==> src/rtl/video_timing_gen_if.sv <==
// Video timing output bundle: raster position, sync/enable and test-pattern pixel data.
// The generator drives the master side; sinks (encoder, pattern checker) use the slave side.
interface video_timing_gen_if;
    logic [9:0] CX;
    logic [9:0] CY;
    logic       VDE;
    logic [1:0] CD;
    logic       frame_start;
    logic       line_end;
    logic [7:0] red;
    logic [7:0] green;
    logic [7:0] blue;

    modport master (output CX, CY, VDE, CD, frame_start, line_end, red, green, blue);
    modport slave  (input  CX, CY, VDE, CD, frame_start, line_end, red, green, blue);
endinterface

==> src/rtl/video_timing_gen.sv <==
// Raster timing generator with registered, zero-skew position/sync/enable outputs.
// Optional colour-bar test pattern is built only when TEST_PATTERN_EN is defined.
module video_timing_gen #(
    parameter int H_ACTIVE = 640,
    parameter int H_FP     = 16,
    parameter int H_SYNC   = 96,
    parameter int H_BP     = 48,
    parameter int V_ACTIVE = 480,
    parameter int V_FP     = 10,
    parameter int V_SYNC   = 2,
    parameter int V_BP     = 33,
    parameter bit SYNC_POL = 1'b0
) (
    input  logic               pixclk,
    input  logic               rst,
    video_timing_gen_if.master vid
);
    localparam int H_TOTAL = H_ACTIVE + H_FP + H_SYNC + H_BP;
    localparam int V_TOTAL = V_ACTIVE + V_FP + V_SYNC + V_BP;

    localparam logic [9:0] H_LAST   = 10'(H_TOTAL - 1);
    localparam logic [9:0] V_LAST   = 10'(V_TOTAL - 1);
    localparam logic [9:0] H_ACT    = 10'(H_ACTIVE);
    localparam logic [9:0] V_ACT    = 10'(V_ACTIVE);
    localparam logic [9:0] HS_BEGIN = 10'(H_ACTIVE + H_FP);
    localparam logic [9:0] HS_END   = 10'(H_ACTIVE + H_FP + H_SYNC);
    localparam logic [9:0] VS_BEGIN = 10'(V_ACTIVE + V_FP);
    localparam logic [9:0] VS_END   = 10'(V_ACTIVE + V_FP + V_SYNC);

    logic       running;
    logic [9:0] cx_q, cy_q;
    logic [9:0] nx, ny;
    logic       vde_n, hs_act, vs_act;
    logic       vde_q, fs_q, le_q;
    logic [1:0] cd_q;
    logic [23:0] rgb_q;

    // All decodes are taken from the next position so they land in the same
    // register stage as CX/CY; the first cycle out of reset presents 0,0.
    always_comb begin
        nx = '0;
        ny = '0;
        if (running) begin
            if (cx_q == H_LAST) begin
                nx = '0;
                ny = (cy_q == V_LAST) ? 10'd0 : cy_q + 10'd1;
            end else begin
                nx = cx_q + 10'd1;
                ny = cy_q;
            end
        end
    end

    assign vde_n  = (nx < H_ACT) && (ny < V_ACT);
    assign hs_act = (nx >= HS_BEGIN) && (nx < HS_END);
    assign vs_act = (ny >= VS_BEGIN) && (ny < VS_END);

    always_ff @(posedge pixclk) begin
        if (rst) begin
            running <= 1'b0;
            cx_q    <= '0;
            cy_q    <= '0;
            vde_q   <= 1'b0;
            cd_q    <= {~SYNC_POL, ~SYNC_POL};
            fs_q    <= 1'b0;
            le_q    <= 1'b0;
        end else begin
            running <= 1'b1;
            cx_q    <= nx;
            cy_q    <= ny;
            vde_q   <= vde_n;
            cd_q    <= {(vs_act ? SYNC_POL : ~SYNC_POL), (hs_act ? SYNC_POL : ~SYNC_POL)};
            fs_q    <= (nx == 10'd0) && (ny == 10'd0);
            le_q    <= (nx == H_LAST);
        end
    end

`ifdef TEST_PATTERN_EN
    logic [2:0] bar;

    // Bars are 80 pixels wide; anything past the eighth bar decodes as black.
    always_comb begin
        if      (nx < 10'd80)  bar = 3'd0;
        else if (nx < 10'd160) bar = 3'd1;
        else if (nx < 10'd240) bar = 3'd2;
        else if (nx < 10'd320) bar = 3'd3;
        else if (nx < 10'd400) bar = 3'd4;
        else if (nx < 10'd480) bar = 3'd5;
        else if (nx < 10'd560) bar = 3'd6;
        else                   bar = 3'd7;
    end

    always_ff @(posedge pixclk) begin
        if (rst || !vde_n) rgb_q <= '0;
        else               rgb_q <= {{8{~bar[1]}}, {8{~bar[2]}}, {8{~bar[0]}}};
    end
`else
    assign rgb_q = '0;
`endif

    assign vid.CX          = cx_q;
    assign vid.CY          = cy_q;
    assign vid.VDE         = vde_q;
    assign vid.CD          = cd_q;
    assign vid.frame_start = fs_q;
    assign vid.line_end    = le_q;
    assign vid.red         = rgb_q[23:16];
    assign vid.green       = rgb_q[15:8];
    assign vid.blue        = rgb_q[7:0];
endmodule

==> src/flat_wrapper.sv <==
// flat-port wrapper written by rule: the top's interface ports become plain ports
module video_timing_gen_flat 
#(
    parameter int H_ACTIVE = 640,
    parameter int H_FP     = 16,
    parameter int H_SYNC   = 96,
    parameter int H_BP     = 48,
    parameter int V_ACTIVE = 480,
    parameter int V_FP     = 10,
    parameter int V_SYNC   = 2,
    parameter int V_BP     = 33,
    parameter bit SYNC_POL = 1'b0
)
  (pixclk, rst, vid_CX, vid_CY, vid_VDE, vid_CD, vid_frame_start, vid_line_end, vid_red, vid_green, vid_blue);
  video_timing_gen_if vid_i ();
  input  logic pixclk;
  input  logic rst;
  output wire logic [$bits(vid_i.CX)-1:0] vid_CX;
  output wire logic [$bits(vid_i.CY)-1:0] vid_CY;
  output wire logic [$bits(vid_i.VDE)-1:0] vid_VDE;
  output wire logic [$bits(vid_i.CD)-1:0] vid_CD;
  output wire logic [$bits(vid_i.frame_start)-1:0] vid_frame_start;
  output wire logic [$bits(vid_i.line_end)-1:0] vid_line_end;
  output wire logic [$bits(vid_i.red)-1:0] vid_red;
  output wire logic [$bits(vid_i.green)-1:0] vid_green;
  output wire logic [$bits(vid_i.blue)-1:0] vid_blue;
  assign vid_CX = vid_i.CX;
  assign vid_CY = vid_i.CY;
  assign vid_VDE = vid_i.VDE;
  assign vid_CD = vid_i.CD;
  assign vid_frame_start = vid_i.frame_start;
  assign vid_line_end = vid_i.line_end;
  assign vid_red = vid_i.red;
  assign vid_green = vid_i.green;
  assign vid_blue = vid_i.blue;
  video_timing_gen #(.H_ACTIVE(H_ACTIVE), .H_FP(H_FP), .H_SYNC(H_SYNC), .H_BP(H_BP), .V_ACTIVE(V_ACTIVE), .V_FP(V_FP), .V_SYNC(V_SYNC), .V_BP(V_BP), .SYNC_POL(SYNC_POL)) u_core (.pixclk(pixclk), .rst(rst), .vid(vid_i));
endmodule
==> config.mk <==
export PLATFORM = sky130hd
export DESIGN_NAME = video_timing_gen_flat
export DESIGN_NICKNAME = d
export VERILOG_FILES = /design/src/rtl/video_timing_gen_if.sv /design/src/rtl/video_timing_gen.sv /design/src/flat_wrapper.sv
export SDC_FILE = /design/constraint.sdc
export NUM_CORES = 1
export LEC_CHECK = 0
export CELL_PAD_IN_SITES_DETAIL_PLACEMENT = 0
export CELL_PAD_IN_SITES_GLOBAL_PLACEMENT = 2
export CORE_MARGIN = 1
export CORE_UTILIZATION = 26
export DETAILED_ROUTE_END_ITERATION = 8
export GPL_TIMING_DRIVEN = 0
export HOLD_SLACK_MARGIN = 0.1
export PLACE_DENSITY_LB_ADDON = 0.25
export SETUP_SLACK_MARGIN = 0.15
export SYNTH_ARGS = -nofsm -noshare
export SYNTH_HDL_FRONTEND = slang
export SYNTH_SLANG_ARGS = --single-unit
==> constraint.sdc <==
create_clock -name pixclk -period 2.92 [get_ports pixclk]
set_input_delay 0.73 -clock pixclk [delete_from_list [all_inputs] [get_ports pixclk]]
set_output_delay 0.73 -clock pixclk [all_outputs]
set_load 0.005 [all_outputs]
==> out/results.ini, run 1 <==
[placed_design]
gp_congestion = 0.7442
dp_slack_ns = -0.1730
io_buffers = 26
dp.final_hpwl_um = 3219
dpl_cell_area_um2 = 2118

[layout]
area.growth.synth_to_final_pct = 33.78
num-nets-final = 267
num_antenna_cells = 0
fin_area_um2 = 2245
drive_gt1_share_pct = 18.01
post-route-util_pct = 37.04

[power]
ir_drop_mv = 0.1435
p_per_area_nw_per_um2 = 323.0
p_leak_nw = 0.8746

[floorplanning]
io_pins = 51
die_area_um2 = 6778
core_area_um2 = 6061
die_w_um = 82.33
die_y_um = 82.33
fp-row-count = 28
start_util_pct = 27.68

[critical_path]
crit_fanout = 8
cp-start-kind = flip-flop
arrival_ns = 2.81
cp-end-kind = flip-flop
r2r-start = u_core.vid.CX[5]
reg2reg_slack_ns = 0.29
setup.worst_path.class = reg -> reg
r2r_end = u_core.vid.frame_start
cp.required_ns = 3.09
reg2reg_depth = 7

[clock_tree]
cts_made_buffers = 3
cts_tree = done
clk_latency_ns = 0.27
htreeDepth = 1
clk_pin_slew_ns = 0.09
ctsLongestPathBuffers = 2
cts_root_buf = clkbuf_8
cts_sinks = 26

[route]
antenna_left = 0
drc = 0
firstDrtPassIters = 4
wl_um = 4269
vias = 1529
routed_via_density = 4.551
first_iter_violations = 42
wl_per_cell_um = 12.71

[sta]
fmax_ghz = 0.3795
clock-skew-final_ns = 0.003514
setup_viol = 0
fin_crit_sh_pct = 90.23
hold_violations = 0
slew_viol_final = 0
worst_slack_ns = 0.2853
rsz0062_at_grt = yes
slew_headroom_pct = 57.83
finalCriticalPeriod_ns = 2.635
setup_tns_ns = 0
whs_ns = 0.5182
worst_pin_slew_ns = 0.6238

[synthesis]
ys_seq_elements = 26
syn_avg_cell_area_um2 = 8.145
postSynth.asyncResetShare_pct = 0
syn_inst = 206
ys_seq_area_share_pct = 31.02
synth_warnings = 0
synth_ff_type = dfxtp_1
synth_area_um2 = 1678
ys_types = 51
synth_edf_count = 0

[worst_hold_path]
worst_hold_startpoint = u_core.vid.CX[0]
hold_end = u_core.vid.CX[0]
hp-class = reg -> reg
hold_path_depth = 1

[global_routing]
grt_pass1_wl_um = 7038
grt_pass1_vias = 1430
grt_start_max_net_pins = 16
antenna_found_initial = 0
grt-ovfl-total = 0
track_usage_pct = 13.77

[job]
drv_cap = 0

[run_status]
outcome = completed

==> stage by stage <==
step / power [mW] / cells
2_1_floorplan: 0.4126 / 229
3_3_place_gp: 0.4262 / 330
3_5_place_dp: 0.4262 / 330
4_1_cts: 0.7372 / 334
5_1_grt: 0.7564 / 336
6_report: 0.7250 / 336
==> final cells by class <==
cell class	instances	area [um^2]
Inverter	11	41.29
Fill cell	656	3816
Tap cell	75	93.84
Clock inverter	1	30.03
Multi-Input combinational cell	159	1011
Sequential cell	26	523.0
Clock buffer	3	41.29
Timing Repair Buffer	28	275.3
Buffer	33	229.0
==> placed cells by master, fill, tap and decap left out, types with 3 or more instances in the layout <==
cell type and instances:
a21oi_1 4, and3_1 5, buf_2 3, buf_4 27
clkbuf_1 4, clkbuf_8 3, clkdlybuf4s50_1 26, conb_1 24
dfxtp_1 24, inv_1 11, nand2_1 8, nand3_1 15
nand4_1 5, nor2_1 25, nor2b_1 3, nor3_1 3
nor4_1 6, o2111ai_1 3, xnor2_1 7, xor2_1 8
==> layer usage <==
metal	vias up	GRT usage (%)	part of all wire (%)
met5	-	0	0
met2	40	22.64	44
met4	0	3.684	1.1
met1	686	18.65	51
li1	796	-	-
met3	7	1.978	4.0
==> sequential cells by signal, summed over array words and instances, names as in the netlist <==
register	count
u_core.running	1
u_core.vid.frame_start	1
u_core.vid.CD	2
u_core.vid.CY	10
u_core.vid.CX	10
u_core.vid.VDE	1
u_core.vid.line_end	1
==> worst max-delay path, stage by stage (launching register included) <==
cell	delay [ns]
dfxtp_1	0.32
clkbuf_1	0.20
nand3b_1	0.33
or3_4	0.40
or4_4	0.53
xor2_2	0.21
o2111ai_1	0.21
a2111oi_2	0.34
==> power by group <==
part / total, mW / switching (mW) / leakage, nW / internal [mW]
clock: 0.305 / 0.121 / 0.0357 / 0.184
sequential: 0.362 / 0.00351 / 0.212 / 0.358
combinational: 0.0581 / 0.0259 / 0.627 / 0.0322
total: 0.725 / 0.151 / 0.875 / 0.574
==> how the worst max path moves through the flow <==
| stage | startpoint | endpoint |
|---|---|---|
| floorplan | u_core.vid.CX[0] | u_core.vid.frame_start |
| global placement | u_core.vid.CX[0] | u_core.vid.frame_start |
| detailed placement | u_core.vid.CX[0] | u_core.vid.frame_start |
| CTS | u_core.vid.CX[0] | u_core.vid.frame_start |
| global route | u_core.vid.CX[5] | u_core.vid.frame_start |
| finish | u_core.vid.CX[5] | u_core.vid.frame_start |
==> timing repair <==
action                                  4_1_cts  5_1_grt
endpoints found under the setup margin        2        2
pin swaps                                     0        1
buffers inserted                              0        2
hold buffers                                  0        0
resized for setup                             6        3
==> synthesized netlist by cell type (2+ instances only) <==
| master | n | share of area (%) |
|---|---|---|
| and2_1 | 2 | 0.75 |
| nor4b_1 | 2 | 1.0 |
| nand2_1 | 8 | 1.8 |
| a21oi_1 | 4 | 1.2 |
| dfxtp_1 | 26 | 31 |
| nand3_1 | 15 | 4.5 |
| nor4_1 | 6 | 2.2 |
| xnor2_1 | 7 | 3.7 |
| clkbuf_1 | 4 | 0.89 |
| a31oi_1 | 2 | 0.75 |
| o22ai_1 | 2 | 0.75 |
| nand4_1 | 5 | 1.9 |
| buf_4 | 25 | 11 |
| nor2b_1 | 3 | 1.1 |
| o2111ai_1 | 3 | 1.6 |
| inv_1 | 11 | 2.5 |
| nand3b_1 | 2 | 0.89 |
| and3_1 | 5 | 1.9 |
| xor2_1 | 9 | 4.7 |
| nor2_1 | 25 | 5.6 |
| buf_2 | 3 | 0.89 |
| or4_1 | 2 | 0.89 |
| nor3_1 | 4 | 1.2 |
| ha_1 | 3 | 2.2 |
| o21ai_0 | 2 | 0.60 |
==> logic make-up after synthesis <==
logic type,count (synthesis),share of synthesized area [%]
adders and majority gates,3,2.237
muxes,1,0.5966
other,1,0.2235
AOI/OAI and AO/OA,24,11.11
and+or+nand+nor,91,30.35
buffers and inverters,44,16.11
DFF,26,31.02
xor gates and xnor gates,16,8.352
Power figures use the tool's default switching activity.
==> run 2, diff against run 1 <==
==> constraint.sdc (replaced) <==
create_clock -name pixclk -period 2.92 [get_ports pixclk]
set_input_delay 0.292 -clock pixclk [delete_from_list [all_inputs] [get_ports pixclk]]
set_output_delay 0.292 -clock pixclk [all_outputs]
set_load 0.005 [all_outputs]
==> results of run 2 <==
No change in the layout: final DEF, timing and power equal those of run 1.
